`config.mk`:
```
export PLATFORM = sky130hd
export DESIGN_NAME = clock_enable_gen
export DESIGN_NICKNAME = d
export VERILOG_FILES = /design/src/rtl/clock_enable_gen.sv
export SDC_FILE = /design/constraint.sdc
export NUM_CORES = 1
export LEC_CHECK = 0
export ABC_CLOCK_PERIOD_IN_PS = 5100
export CAP_MARGIN = 30
export CORE_UTILIZATION = 39
export CTS_CLUSTER_DIAMETER = 60
export DETAILED_ROUTE_END_ITERATION = 16
export GPL_ROUTABILITY_DRIVEN = 0
export SYNTH_ARGS = -nofsm -noshare
export SYNTH_HDL_FRONTEND = slang
export SYNTH_SLANG_ARGS = --single-unit
```
`constraint.sdc`:
```
create_clock -name CLK -period 5.1 [get_ports CLK]
set_clock_uncertainty 0.05 [all_clocks]
set_input_delay 1.275 -clock CLK [delete_from_list [all_inputs] [get_ports CLK]]
set_output_delay 1.275 -clock CLK [all_outputs]
set_load 0.01 [all_outputs]
```
`src/rtl/clock_enable_gen.sv`:
```
// Multi-channel fractional clock-enable generator with PLL-lock qualification.
// Each channel is a phase accumulator whose carry becomes a single-cycle CE pulse.
module clock_enable_gen #(
  parameter int NUM_CH    = 4,
  parameter int ACC_W     = 24,
  parameter int LOCK_WAIT = 1024
) (
  input  logic                    CLK,
  input  logic                    RESET,
  input  logic                    PLL_LOCK,
  input  logic [NUM_CH*ACC_W-1:0] INC,
  input  logic [NUM_CH-1:0]       INC_WE,
  input  logic [NUM_CH-1:0]       EN,
  input  logic                    SYNC,
  output logic [NUM_CH-1:0]       CE,
  output logic                    READY
);

  localparam int CNT_W = (LOCK_WAIT > 1) ? $clog2(LOCK_WAIT) : 1;
  localparam logic [CNT_W-1:0] CNT_LAST = CNT_W'(LOCK_WAIT - 1);

  typedef enum logic [1:0] {
    ST_WAIT_LOCK = 2'd0,
    ST_SETTLE    = 2'd1,
    ST_RUN       = 2'd2
  } state_t;

  state_t                         state_q, state_d;
  logic                           lock_meta_q, lock_s_q;
  logic [CNT_W-1:0]               cnt_q, cnt_d;
  logic                           ready_q, ready_d;
  logic [NUM_CH-1:0][ACC_W-1:0]   acc_q, acc_d;
  logic [NUM_CH-1:0][ACC_W-1:0]   inc_q, inc_d;
  logic [NUM_CH-1:0]              ce_q, ce_d;
  logic                           run;

  // Accumulator step at ACC_W+1 bits; the MSB is the wrap carry.
  function automatic logic [ACC_W:0] acc_step(input logic [ACC_W-1:0] acc,
                                              input logic [ACC_W-1:0] inc);
    return {1'b0, acc} + {1'b0, inc};
  endfunction

  always_ff @(posedge CLK) begin
    if (RESET) begin
      lock_meta_q <= 1'b0;
      lock_s_q    <= 1'b0;
    end else begin
      lock_meta_q <= PLL_LOCK;
      lock_s_q    <= lock_meta_q;
    end
  end

  always_comb begin
    state_d = state_q;
    cnt_d   = cnt_q;
    case (state_q)
      ST_WAIT_LOCK: begin
        if (lock_s_q) begin
          state_d = ST_SETTLE;
          cnt_d   = '0;
        end
      end
      ST_SETTLE: begin
        cnt_d = cnt_q + CNT_W'(1);
        if (!lock_s_q) begin
          state_d = ST_WAIT_LOCK;
        end else if (cnt_q == CNT_LAST) begin
          state_d = ST_RUN;
        end
      end
      ST_RUN: begin
        if (!lock_s_q) begin
          state_d = ST_WAIT_LOCK;
        end
      end
      default: state_d = ST_WAIT_LOCK;
    endcase
  end

  // Treat the lock-loss edge as already outside RUN so READY and CE drop with the state.
  assign run     = (state_q == ST_RUN) && lock_s_q;
  assign ready_d = run;

  always_comb begin
    inc_d = inc_q;
    acc_d = acc_q;
    ce_d  = '0;
    for (int i = 0; i < NUM_CH; i++) begin
      if (INC_WE[i]) begin
        inc_d[i] = INC[i*ACC_W +: ACC_W];
      end
      if (!run || SYNC) begin
        acc_d[i] = '0;
      end else if (EN[i]) begin
        {ce_d[i], acc_d[i]} = acc_step(acc_q[i], inc_q[i]);
      end
    end
  end

  always_ff @(posedge CLK) begin
    if (RESET) begin
      state_q <= ST_WAIT_LOCK;
      cnt_q   <= '0;
      ready_q <= 1'b0;
      ce_q    <= '0;
      acc_q   <= '0;
      inc_q   <= '0;
    end else begin
      state_q <= state_d;
      cnt_q   <= cnt_d;
      ready_q <= ready_d;
      ce_q    <= ce_d;
      acc_q   <= acc_d;
      inc_q   <= inc_d;
    end
  end

  assign CE    = ce_q;
  assign READY = ready_q;

endmodule

```
Word-level counts from Yosys, hierarchy flattened
Index checks and enable logic that the tools add are counted.
{ "op_classes": {"n_addsub": 5, "n_eq_ne": 6, "muxes": 7, "n_bitwise": 4, "reduce_logical": 12} }
{ "op_table": {"columns": ["operator", "n"], "rows": [
  ["adder 24 x 24 -> 25 bit", 4],
  ["case mux 10 bit (2 select lines)", 1],
  ["OR reduction 3 bit", 4],
  ["adder 10 x 1 -> 10 bit, second input constant", 1],
  ["== test 10 bit, second input constant", 1],
  ["two-way mux 10 bit", 1],
  ["two-way mux 2 bit", 4],
  ["case mux 2 bit (3 select lines)", 1],
  ["inequality test 2 bit, second input constant", 2],
  ["NOT 1 bit", 4],
  ["inequality test 3 bit, second input constant", 1],
  ["AND reduction 3 bit", 1],
  ["== test 2 x 1 -> 1 bit, second input constant", 1],
  ["== test 2 bit, second input constant", 1],
  ["logical NOT 2 bit", 1],
  ["AND reduction 2 bit", 1],
  ["nonzero test 2 bit", 1],
  ["OR reduction 2 bit", 1],
  ["logical AND 1 bit", 1],
  ["logical NOT 1 bit", 1],
  ["logical OR 1 bit", 1]
]} }
{ "word_totals": {"register_bits": 211, "input_bits": 108, "output_inout_bits": 5, "word_cells": 51} }

Longest topological paths before layout
Gate-level depths: netlist of the first run.
{ "logic_depth": {"word_depth": 5, "ltp_mapped": 10, "depth_no_buf": 10} }

Least setup slack after synthesis of the first run
No wires, ideal clock.
{ "synth_timing": {"path_type": "input port to flip-flop", "startpoint": "in RESET", "endpoint": "reg acc_q[10] (netlist name)", "setup_time_ns": 0.128, "arrival_ns": 2.780, "required_time_ns": 4.922, "setup_slack_ns": 2.142, "stages": 7, "path_buffers": 4, "path_cell_list": "clkbuf_1 nand2b_1 or3_1 clkbuf_1 clkbuf_1 buf_1 nor2_1"} }
{ "synth_between": {"elab_chain_len": 1} }
{ "synth_lines": {"columns": ["item", "line", "source"], "rows": [
  ["from (decl)", "9", "input logic RESET,"],
  ["OR reduction 2 bit (no source line)", null, null],
  ["to (signal assigned)", "106", "acc_q <= '0;"],
  ["to (signal assigned)", "113", "acc_q <= acc_d;"],
  ["to (decl)", "32", "logic [NUM_CH-1:0][ACC_W-1:0] acc_q, acc_d;"]
]} }
No other way between the ends.
A chain may end at the register's enable or synchronous reset.

Worst setup path in the final report of the first run
{ "layout_timing": {"startpoint": "reg acc_q[48] (netlist name)", "endpoint": "reg ce_q[2] (netlist: CE[2])"} }
{ "layout_between": {"elab_chain_len": 1} }
{ "layout_lines": {"columns": ["item", "line", "source"], "rows": [
  ["adder 24 x 24 -> 25 bit", "40", "return {1'b0, acc} + {1'b0, inc};"],
  ["to (signal assigned)", "105", "ce_q <= '0;"],
  ["to (signal assigned)", "112", "ce_q <= ce_d;"],
  ["to (decl)", "34", "logic [NUM_CH-1:0] ce_q, ce_d;"]
]} }
No other way between the ends.

==> results of run 1 <==
[logic make-up (layout without fill, tap and decap cells)]
family	count (synthesis)	count (layout)	share of synthesized area
muxes	143	143	0.120
adders and majority gates	101	101	0.108
and+or+nand+nor	438	438	0.160
buffers and inverters	77	198	0.0245
xor gates and xnor gates	78	78	0.0571
AOI/OAI and AO/OA	329	329	0.178
DFF	211	211	0.353
[report_power, final]
| part | total [mW] | leakage (nW) | internal (mW) | switching (mW) |
|---|---|---|---|---|
| Combinational | 0.365 | 4.22 | 0.191 | 0.174 |
| Sequential | 1.73 | 1.72 | 1.70 | 0.0323 |
| Clock | 2.06 | 0.496 | 1.30 | 0.757 |
| Total | 4.15 | 6.44 | 3.19 | 0.963 |
[flip-flops by register name, indices dropped and copies added, names as in the netlist]
name,flops
lock_s_q,1
inc_q,96
READY,1
lock_meta_q,1
state_q,2
CE,4
acc_q,96
cnt_q,10
[layout by cell type (no fill, tap or decap), types with 5 or more instances in the layout]
| cell | n |
|---|---|
| sky130_fd_sc_hd__nor2_1 | 226 |
| sky130_fd_sc_hd__dfxtp_1 | 211 |
| sky130_fd_sc_hd__mux2i_1 | 141 |
| sky130_fd_sc_hd__clkdlybuf4s50_1 | 111 |
| sky130_fd_sc_hd__ha_1 | 97 |
| sky130_fd_sc_hd__a21oi_1 | 91 |
| sky130_fd_sc_hd__nand2_1 | 90 |
| sky130_fd_sc_hd__o21ai_0 | 59 |
| sky130_fd_sc_hd__a21o_1 | 48 |
| sky130_fd_sc_hd__xnor2_1 | 45 |
| sky130_fd_sc_hd__xor2_1 | 33 |
| sky130_fd_sc_hd__clkbuf_16 | 29 |
| sky130_fd_sc_hd__nand3_1 | 28 |
| sky130_fd_sc_hd__a211oi_1 | 27 |
| sky130_fd_sc_hd__nor3_1 | 22 |
| sky130_fd_sc_hd__inv_1 | 21 |
| sky130_fd_sc_hd__a31oi_1 | 19 |
| sky130_fd_sc_hd__buf_4 | 12 |
| sky130_fd_sc_hd__nand2b_1 | 11 |
| sky130_fd_sc_hd__o21a_1 | 11 |
| sky130_fd_sc_hd__nor2b_1 | 11 |
| sky130_fd_sc_hd__o21bai_1 | 9 |
| sky130_fd_sc_hd__nand4_1 | 9 |
| sky130_fd_sc_hd__o21ai_1 | 9 |
| sky130_fd_sc_hd__clkinv_2 | 9 |
| sky130_fd_sc_hd__and2_1 | 8 |
| sky130_fd_sc_hd__or3_1 | 8 |
| sky130_fd_sc_hd__o22ai_1 | 6 |
| sky130_fd_sc_hd__and3_1 | 6 |
| sky130_fd_sc_hd__a311oi_1 | 6 |
| sky130_fd_sc_hd__o31ai_1 | 6 |
| sky130_fd_sc_hd__and4_1 | 5 |
[layer usage]
layer  vias to the layer above  share of wire
met4                         0          0.026
li1                       5155              -
met3                        47          0.036
met5                         -              0
met2                       179           0.45
met1                      4580           0.49
[worst paths after layout]
check              startpoint        to  slack, ps  cells past startpoint
hold / removal    lock_meta_q  lock_s_q        390                      1
setup reg to reg    acc_q[48]     CE[2]       1940                     10
setup / recovery    acc_q[48]     CE[2]       1940                     10
hold reg to reg   lock_meta_q  lock_s_q        390                      1
[cell type report]
type,count,area share
clock buffer,36,0.0547
clock inverter,16,0.0134
inverter,21,0.00544
multi-input combinational,1089,0.515
sequential,211,0.292
tap,390,0.0337
timing repair buffer,125,0.0867
==> qor.txt, run 1 <==
Combined area of all synthesized cells: 12000 um^2
Layout Area Growth over Synthesis: 21.0%
Maxcap violations: 0
Antenna Diode Count: 0
Cell leakage power: 6.44 nW
Seq/Total Area, Yosys: 0.353
Vias after detailed routing: 9961
Area of combinational cells with multiple inputs: 7460 um^2
Number of filler instances in the final layout: 2892
Post-CTS Resized: 0
Headroom to the max-slew limit: 0.453
Cell Rows: 63
Die extent in x: 177 um
Post-route core utilization: 0.484
Total area of sequential cells: 4220 um^2
Cell family with the largest share of critical-path delay: compound AO/OA/AOI/OAI gates
Cell chosen for the clock root: sky130_fd_sc_hd__clkbuf_16
Least setup slack across all paths after layout: 1940 ps
Number of instances in the synthesized netlist: 1377
Maximum number of pins on one net before global-route repair: 76
Vias in the first global route: 9581
Met3 track utilization from global routing: 0.0251
Number of max-slew violations in the final report: 0
Total wire length after detailed routing: 27400 um
Worst Tran Pin Value: 820 ps
Final layout net count: 1685
Final setup vio count: 0
HPWL Detailed: 19800 um
Overall die height: 177 um
Global route hottest layer: met2
Starting Density: 0.400
Clk sinks: 211
Design Power: 4.15 mW
Synthesis warning total: 0
Dominant synthesized flop cell: sky130_fd_sc_hd__dfxtp_1
Unrepaired setup endpoints after global routing: no
Result of the run: complete, no violations
Crit path buf inv count: 0
Synthesized flop and latch total: 211
First-pass GRT wire length: 46000 um
Global Route met2 Usage: 0.289
Setup Fix Bufs, Post-CTS: 0
CTS H-Tree Depth: 1
Share of the synthesized area in the top cell type: 0.353
Post-route standard cell area excluding fillers: 14500 um^2
Grt met1 use: 0.236
GR Util All Layers: 0.176
Number of clock buffers inserted by TritonCTS: 28
Critical path endpoint category: register
Final period util: 0.620
Crit path arrival time: 3520 ps
Worst-case setup slack after placement: 1570 ps
Clock tree from TritonCTS: done
Hold bufs inserted after CTS: 0
Maximum count of clock buffers along a single path: 3
Placed inst area: 13500 um^2
Nature of the critical path startpoint: register
Die area: 31400 um^2
Number of enable-type register cells in the synthesized netlist: 0
DRT antenna net count: 0
DRC violations left: 0
Hold_ws: 391 ps
Quantity of I/O buffers inserted on ports: 112
Class of the tightest hold or removal check: reg -> reg
Clock network latency to the later pin of the worst-skew pair: 530 ps
Critical-path cell list: ha_1 > fa_1 > a211oi_1 > o21bai_1 > a21oi_1 > o221ai_1 > a211oi_1 > a21oi_1 > a211oi_1 > nor3_1
Drt wl/cell: 14.5 um
Library cell contributing the largest single delay on the critical path: sky130_fd_sc_hd__fa_1
Total power per unit cell area: 286 nW/um^2
Main area contributors after synthesis: sky130_fd_sc_hd__dfxtp_1 (35%), sky130_fd_sc_hd__mux2i_1 (12%), sky130_fd_sc_hd__ha_1 (10%)
Synth cell types: 66
CORE AREA: 30000 um^2
Aggregate global routing overflow: 0
Layout cells sized above 1: 0.0541
Post-synthesis average cell area: 8.69 um^2
Most frequent cells after synthesis: sky130_fd_sc_hd__nor2_1 (226), sky130_fd_sc_hd__dfxtp_1 (211), sky130_fd_sc_hd__mux2i_1 (141)
Post-Route Setup TNS: 0 ps
Number of ports placed on the die boundary: 113
Post-synthesis async set-or-reset flop share: 0
Mapped Nets: 1586
WP data required: 5460 ps
Most frequently used cell type in the post-synthesis netlist: sky130_fd_sc_hd__nor2_1
Post-route insts no fill: 1888
Most numerous cell on the critical path: sky130_fd_sc_hd__a211oi_1
Final critical path time including I/O delays and setup: 3160 ps
Worst-case vdd ir drop: 0.281 mV
Fmax: 316 MHz
Number of antenna violations at the first check in global routing: 0
Peak per-stage delay on the critical path: 440 ps
Count of endpoints failing hold in the final timing report: 0
Number of optimization iterations in the first detailed-route pass: 4
Critical path type: reg -> reg
Worst-path clk slew: 60 ps
Critical-path maximum fanout: 5
# placed instances: 1836
Drt initial violations: 503
Largest area contributor in the netlist: sky130_fd_sc_hd__dfxtp_1
Drt via density: 5.28
Power figures use the tool's default switching activity.
==> inputs of run 2 (changes only) <==
--- a/config.mk
+++ b/config.mk
@@ -5,7 +5,7 @@
 export SDC_FILE = /design/constraint.sdc
 export NUM_CORES = 1
 export LEC_CHECK = 0
-export ABC_CLOCK_PERIOD_IN_PS = 5100
+export ABC_CLOCK_PERIOD_IN_PS = 2600
 export CAP_MARGIN = 30
 export CORE_UTILIZATION = 39
 export CTS_CLUSTER_DIAMETER = 60
==> constraint.sdc (replaced) <==
create_clock -name CLK -period 2.6 [get_ports CLK]
set_clock_uncertainty 0.05 [all_clocks]
set_input_delay 0.65 -clock CLK [delete_from_list [all_inputs] [get_ports CLK]]
set_output_delay 0.65 -clock CLK [all_outputs]
set_load 0.01 [all_outputs]
==> run 2 against run 1 <==
- the flow now finishes with violations (negative setup slack)
- sequential power up 96%
- setup slack worse by 1900 ps
- global-route usage is 0.19 points higher
- first-iteration DRC count is 14% lower
- die area did not move
- clock-buffer cell count is the same
- worst hold slack improved by 1.3 ps
- cell area increased by 2.1%
- via count is 1.3% higher
- critical path depth is the same
- core utilization up 1.0 points
- power is 86% higher
- critical path type unchanged
- largest cell class unchanged
- highest routed layer unchanged
==> qor.txt, run 2 (synthesis gave the netlist of run 1 again) <==
Result of the run: complete, but fails checks
Failing checks: negative setup slack
Count of endpoints failing hold in the final timing report: 0 (unchanged)
Placed inst area: 13800 um^2 (+1.9%)
Fmax: 383 MHz (+21%)
Vias after detailed routing: 10100 (+1.3%)
Nature of the critical path startpoint: register
Crit path arrival time: 2960 ps (-560 ps)
Critical path endpoint category: register
Unrepaired setup endpoints after global routing: yes
Critical path type: reg -> reg
Overall die height: 177 um (unchanged)
R2R setup slack: -9 ps (-1950 ps)
Number of filler instances in the final layout: 2885 (-0.24%)
HPWL Detailed: 20100 um (+1.4%)
Total wire length after detailed routing: 27800 um (+1.6%)
Least setup slack across all paths after layout: -8.62 ps (-1950 ps)
Starting Density: 0.400 (unchanged)
Drt wl/cell: 14.5 um (-0.34%)
Aggregate global routing overflow: 0 (unchanged)
Post-route standard cell area excluding fillers: 14800 um^2 (+2.1%)
Final setup vio count: 1 (+1)
Die extent in x: 177 um (unchanged)
First-pass GRT wire length: 46500 um (+1.2%)
Number of optimization iterations in the first detailed-route pass: 5 (+1)
Clk sinks: 211 (unchanged)
Cell Rows: 63 (unchanged)
Final period util: 1.00 (+0.383)
Number of clock buffers inserted by TritonCTS: 26 (-7.1%)
DRT antenna net count: 0 (unchanged)
Worst Tran Pin Value: 690 ps (-130 ps)
Layout cells sized above 1: 0.0939 (+0.0398)
Drt via density: 5.24 (-0.60%)
Number of antenna violations at the first check in global routing: 0 (unchanged)
Total power per unit cell area: 522 nW/um^2 (+82%)
Class of the tightest hold or removal check: reg -> reg
Clock network latency to the later pin of the worst-skew pair: 520 ps (about the same)
Layout Area Growth over Synthesis: 23.6%
Total area of sequential cells: 4230 um^2 (about the same)
Number of max-slew violations in the final report: 0 (unchanged)
Critical-path maximum fanout: 3 (-2)
Cell leakage power: 6.58 nW (+2.2%)
GR Util All Layers: 0.178 (+0.00195)
CORE AREA: 30000 um^2 (unchanged)
Area of combinational cells with multiple inputs: 7600 um^2 (+2.0%)
Headroom to the max-slew limit: 0.540 (+0.0867)
Biggest regs: acc_q x96, inc_q x96, cnt_q x10
Most common library cell in the layout ignoring fill and taps: sky130_fd_sc_hd__nor2_1
Maxcap violations: 0 (unchanged)
Cell chosen for the clock root: sky130_fd_sc_hd__clkbuf_16
Crit path buf inv count: 0 (unchanged)
Critical-path cell list: ha_4 > fa_2 > a21oi_2 > o221ai_2 > a311oi_2 > o41ai_2 > a31o_2 > a311o_1 > xnor2_1 > o21ai_1
Final critical path time including I/O delays and setup: 2610 ps (-555 ps)
WP data required: 2950 ps (-2510 ps)
Clock tree from TritonCTS: done
Worst-path clk slew: 60 ps (about the same)
Library cell contributing the largest single delay on the critical path: sky130_fd_sc_hd__fa_2
CTS H-Tree Depth: 1 (unchanged)
Maximum number of pins on one net before global-route repair: 66 (-13%)
Worst-case vdd ir drop: 0.427 mV (+52%)
Design Power: 7.72 mW (+86%)
Peak per-stage delay on the critical path: 370 ps (-70 ps)
Die area: 31400 um^2 (unchanged)
Cell family with the largest share of critical-path delay: compound AO/OA/AOI/OAI gates
Maximum count of clock buffers along a single path: 3 (unchanged)
Drt initial violations: 433 (-14%)
Number of ports placed on the die boundary: 113 (unchanged)
Quantity of I/O buffers inserted on ports: 112 (unchanged)
Final layout net count: 1725 (+2.4%)
Most frequent cells in the layout: sky130_fd_sc_hd__nor2_1 (226), sky130_fd_sc_hd__dfxtp_1 (209), sky130_fd_sc_hd__mux2i_1 (141)
Vias in the first global route: 9685 (+1.1%)
Antenna Diode Count: 0 (unchanged)
DRC violations left: 0 (unchanged)
==> run 2: cell types whose count changed in the layout (fill, tap and decap cells not counted), moves of 6 or more <==
cell / before / now
sky130_fd_sc_hd__a211oi_1: 27 / 21
sky130_fd_sc_hd__a211oi_2: 1 / 7
sky130_fd_sc_hd__a21oi_1: 91 / 85
sky130_fd_sc_hd__a21oi_2: 0 / 6
sky130_fd_sc_hd__buf_4: 12 / 56
==> run 2: path summary, 6_finish.rpt <==
path / from / to / depth (start not counted)
setup / recovery: inc_q[72] / acc_q[92] / 10
hold / removal: lock_meta_q / lock_s_q / 1
setup reg to reg: inc_q[72] / acc_q[92] / 10
hold reg to reg: lock_meta_q / lock_s_q / 1
==> run 2: area by class of cell <==
type | count | area share
clock buffer | 36 | 0.0513
multi-input combinational | 1089 | 0.514
tap | 390 | 0.0330
timing repair buffer | 167 | 0.104
sequential | 211 | 0.286
inverter | 21 | 0.00533
clock inverter | 10 | 0.00736
==> run 2: timing repair <==
item / CTS / global route
buffers inserted: 3 / 2
hold buffers: 0 / 0
pin swaps: 11 / 12
cloned: 0 / 0
endpoints found under the setup margin: 11 / 27
gates resized for setup: 11 / 19
==> run 2: layer usage <==
metal / wire [um] / vias up / global-route usage
li1: - / 5223 / -
met2: 12600 / 169 / 0.300
met4: 601 / 0 / 0.0467
met5: 0 / - / 0
met1: 13700 / 4662 / 0.238
met3: 900 / 36 / 0.0202
==> run 2: stage by stage <==
stage / util / TNS, ps / cells / setup slack [ps] / hold WS (ps)
finish: 0.494 / -8.62 / 1924 / -8.62 / 392
global route: 0.494 / -349 / 1924 / -135 / 410
CTS: 0.491 / -46.8 / 1922 / -38.9 / 395
detailed placement: 0.459 / -879 / 1873 / -143 / 375
global placement: 0.459 / -526 / 1873 / -131 / 374
floorplan: - / -13.0 / 1377 / -13.0 / 364
==> run 2: report_power, final <==
part | internal [mW] | switching (mW)
Clock | 2.23 | 1.38
Sequential | 3.33 | 0.0635
Combinational | 0.380 | 0.347
==> run 2: worst reg2reg max path: cells and delay by family, from the launching register on <==
| kind | cells | cell delay, ps |
|---|---|---|
| AOI/OAI and AO/OA | 7 | 1410 |
| xor gates and xnor gates | 1 | 140 |
| adders and majority gates | 2 | 540 |
| DFF | 1 | 340 |
==> inputs of run 3 (changes only) <==
--- a/config.mk
+++ b/config.mk
@@ -7,10 +7,13 @@
 export LEC_CHECK = 0
 export ABC_CLOCK_PERIOD_IN_PS = 2600
 export CAP_MARGIN = 30
-export CORE_UTILIZATION = 39
+export CELL_PAD_IN_SITES_DETAIL_PLACEMENT = 1
+export CELL_PAD_IN_SITES_GLOBAL_PLACEMENT = 2
+export CORE_UTILIZATION = 32
 export CTS_CLUSTER_DIAMETER = 60
 export DETAILED_ROUTE_END_ITERATION = 16
 export GPL_ROUTABILITY_DRIVEN = 0
+export PLACE_DENSITY_LB_ADDON = 0.1
 export SYNTH_ARGS = -nofsm -noshare
 export SYNTH_HDL_FRONTEND = slang
 export SYNTH_SLANG_ARGS = --single-unit
==> run 3 against run 2 <==
- critical path type unchanged
- register-to-register slack got worse by 70 ps
- non-clock buffer count is 25 higher
- cell area rose by 6.0%
- via count increased by 2.8%
- the run still ends with negative setup slack left
- sequential share of layout area decreased by 1.6 points
- largest cell class unchanged
- power is 19% higher
- critical path depth unchanged
- global-route usage is essentially flat
- clock power rose by 39%
==> qor.txt, run 3 (synthesis gave the netlist of run 1 again) <==
Hold bufs inserted after CTS: 0 (unchanged)
Number of filler instances in the final layout: 4172 (+45%)
Drt via density: 5.07 (-3.3%)
Least setup slack across all paths after layout: -83.2 ps (-74.6 ps)
DRT antenna net count: 0 (unchanged)
Final period util: 1.03 (+0.0287)
Cell leakage power: 6.94 nW (+5.6%)
Vias after detailed routing: 10400 (+2.8%)
First-pass GRT wire length: 55400 um (+19%)
Aggregate global routing overflow: 0 (unchanged)
Die extent in x: 195 um (+10%)
HPWL Detailed: 24000 um (+19%)
WP data required: 2950 ps (about the same)
Final setup vio count: 2 (+1)
Final critical path time including I/O delays and setup: 2680 ps (+74.6 ps)
Critical-path cell list: ha_4 > fa_2 > a21oi_2 > o221ai_2 > a311oi_2 > o41ai_2 > a31o_2 > a311o_1 > xnor2_1 > o21ai_1
Result of the run: complete, but fails checks
Library cell contributing the largest single delay on the critical path: sky130_fd_sc_hd__fa_2
Vias in the first global route: 10900 (+12%)
Fmax: 373 MHz (-2.8%)
Crit path buf inv count: 0 (unchanged)
Hold path start: acc_q[20]
Count of endpoints failing hold in the final timing report: 0 (unchanged)
DRC violations left: 0 (unchanged)
Drt wl/cell: 16.4 um (+13%)
Drt initial violations: 269 (-38%)
Layout Area Growth over Synthesis: 31.0%
Number of clock buffers inserted by TritonCTS: 35 (+35%)
Portion of total power attributed to the clock network: 0.546 (+0.079)
CORE AREA: 36700 um^2 (+23%)
Crit path arrival time: 3030 ps (+70 ps)
Unrepaired setup endpoints after global routing: yes
Hold-critical path depth: 2 (+1)
Number of antenna violations at the first check in global routing: 1 (+1)
Post-route insts no fill: 2045 (+6.3%)
Design Power: 9.16 mW (+19%)
R2R setup slack: -80 ps (-70 ps)
Crit Reg-Reg Startpoint: acc_q[72]
Total power per unit cell area: 584 nW/um^2 (+12%)
Reg2reg end: acc_q[92]
Peak per-stage delay on the critical path: 370 ps (about the same)
Worst Tran Pin Value: 601 ps (-88.6 ps)
Post-Route Setup TNS: -143 ps (-134 ps)
Sw frac: 0.238 (+0.00595)
Clock tree from TritonCTS: done
Clk sinks: 211 (unchanged)
# placed instances: 1969 (+5.1%)
Number of ports placed on the die boundary: 113 (unchanged)
Failing checks: negative setup slack
Cell count of the worst reg-to-reg path: 10 (unchanged)
Cell Rows: 70 (+11%)
Worst-case vdd ir drop: 0.449 mV (+5.2%)
Hold Path End: acc_q[20]
Critical path endpoint category: register
Quantity of I/O buffers inserted on ports: 112 (unchanged)
Maximum count of clock buffers along a single path: 3 (unchanged)
Layout cells sized above 1: 0.130 (+0.0362)
Logic gate share of total power: 0.083 (-0.011)
CP Launch Point: acc_q[72]
Total wire length after detailed routing: 33600 um (+21%)
Headroom to the max-slew limit: 0.599 (+0.0590)
Internal cell power: 6.98 mW (+18%)
Critical path type: reg -> reg
Clock network latency to the later pin of the worst-skew pair: 530 ps (about the same)
Placed inst area: 14100 um^2 (+2.2%)
Net switching power: 2.18 mW (+22%)
Worst-path clk slew: 50 ps (about the same)
Cell chosen for the clock root: sky130_fd_sc_hd__clkbuf_16
Starting Density: 0.326 (-0.0734)
Die area: 38200 um^2 (+22%)
Number of optimization iterations in the first detailed-route pass: 4 (-1)
Number of max-slew violations in the final report: 0 (unchanged)
GR Util All Layers: 0.178 (+0.000383)
Maxcap violations: 0 (unchanged)
Class of the tightest hold or removal check: reg -> reg
Most frequent cells in the layout: sky130_fd_sc_hd__nor2_1 (225), sky130_fd_sc_hd__dfxtp_1 (207), sky130_fd_sc_hd__mux2i_1 (141)
Sequential share of power: 0.370 (-0.069)
Nature of the critical path startpoint: register
Overall die height: 195 um (+10%)
CTS H-Tree Depth: 2 (+1)
Hold_ws: 404 ps (+12.0 ps)
Critical-path maximum fanout: 3 (unchanged)
Most common library cell in the layout ignoring fill and taps: sky130_fd_sc_hd__nor2_1
Cell family with the largest share of critical-path delay: compound AO/OA/AOI/OAI gates
Biggest regs: acc_q x96, inc_q x96, cnt_q x10
Post-route standard cell area excluding fillers: 15700 um^2 (+6.0%)
Maximum number of pins on one net before global-route repair: 109 (+65%)
Final layout net count: 1759 (+2.0%)
-- run 3: changes by cell type in the layout (fill, tap and decap cells not counted), sizes merged --
cell      change
clkinv        -3
clkinvlp      +2
inv           +5
diode         +1
clkbuf       +10
buf          +25
bufinv        +3
-- run 3: worst max-delay path by stage --
| stage | to | slack, ps | cells after the start |
|---|---|---|---|
| after floorplan | acc_q[92] | -10 | 10 |
| after global placement | acc_q[92] | -160 | 10 |
| after detailed placement | acc_q[22] | -210 | 10 |
| after CTS | acc_q[92] | -110 | 10 |
| after global routing | acc_q[92] | -180 | 10 |
| final | acc_q[92] | -80 | 10 |
-- run 3: area by class of cell --
cell class / instances / area (um^2) / share of cell area
diodes: 1 / 2.50 / 0.000160
clock buffers: 46 / 1010 / 0.0644
clock inverters: 17 / 243 / 0.0155
inverters: 21 / 78.8 / 0.00503
multi-input cells: 1089 / 7750 / 0.494
flip-flops and latches: 211 / 4230 / 0.270
well taps: 468 / 586 / 0.0373
repair buffers: 192 / 1780 / 0.114
-- run 3: per-layer routing --
metal	vias up	share of wire	global-route usage	routed length [um]
li1	5288	-	-	-
met1	4923	0.48	0.230	16200
met2	123	0.46	0.298	15500
met3	42	0.035	0.0345	1170
met4	0	0.020	0.0534	687
met5	-	0	0	0
-- run 3: per-stage QoR --
stage | worst slack (ps) | util
5_1_grt | -180 | 0.427
3_5_place_dp | -213 | 0.383
6_report | -83.2 | 0.427
3_3_place_gp | -163 | 0.383
4_1_cts | -112 | 0.420
2_1_floorplan | -13.0 | -
-- run 3: tightest hold or removal path: stages (launching register included) --
cell and delay, ps:
sky130_fd_sc_hd__dfxtp_1 310, sky130_fd_sc_hd__nand2_1 50, sky130_fd_sc_hd__o21ai_1 50
-- run 3: power groups by stage --
stage | registers [mW] | logic [mW] | clock network (mW)
4_1_cts | 3.39 | 0.775 | 5.20
3_3_place_gp | 3.46 | 0.755 | 0
5_1_grt | 3.40 | 0.849 | 5.33
3_5_place_dp | 3.46 | 0.768 | 0
6_report | 3.39 | 0.764 | 5.00
2_1_floorplan | 3.43 | 0.455 | 0
-- run 3: timing repair --
item | in CTS | in global routing
setup endpoints to repair | 21 | 37
pin swaps | 11 | 26
buffers inserted | 5 | 8
resized for setup | 18 | 39
endpoints found under the hold margin | 0 | 0
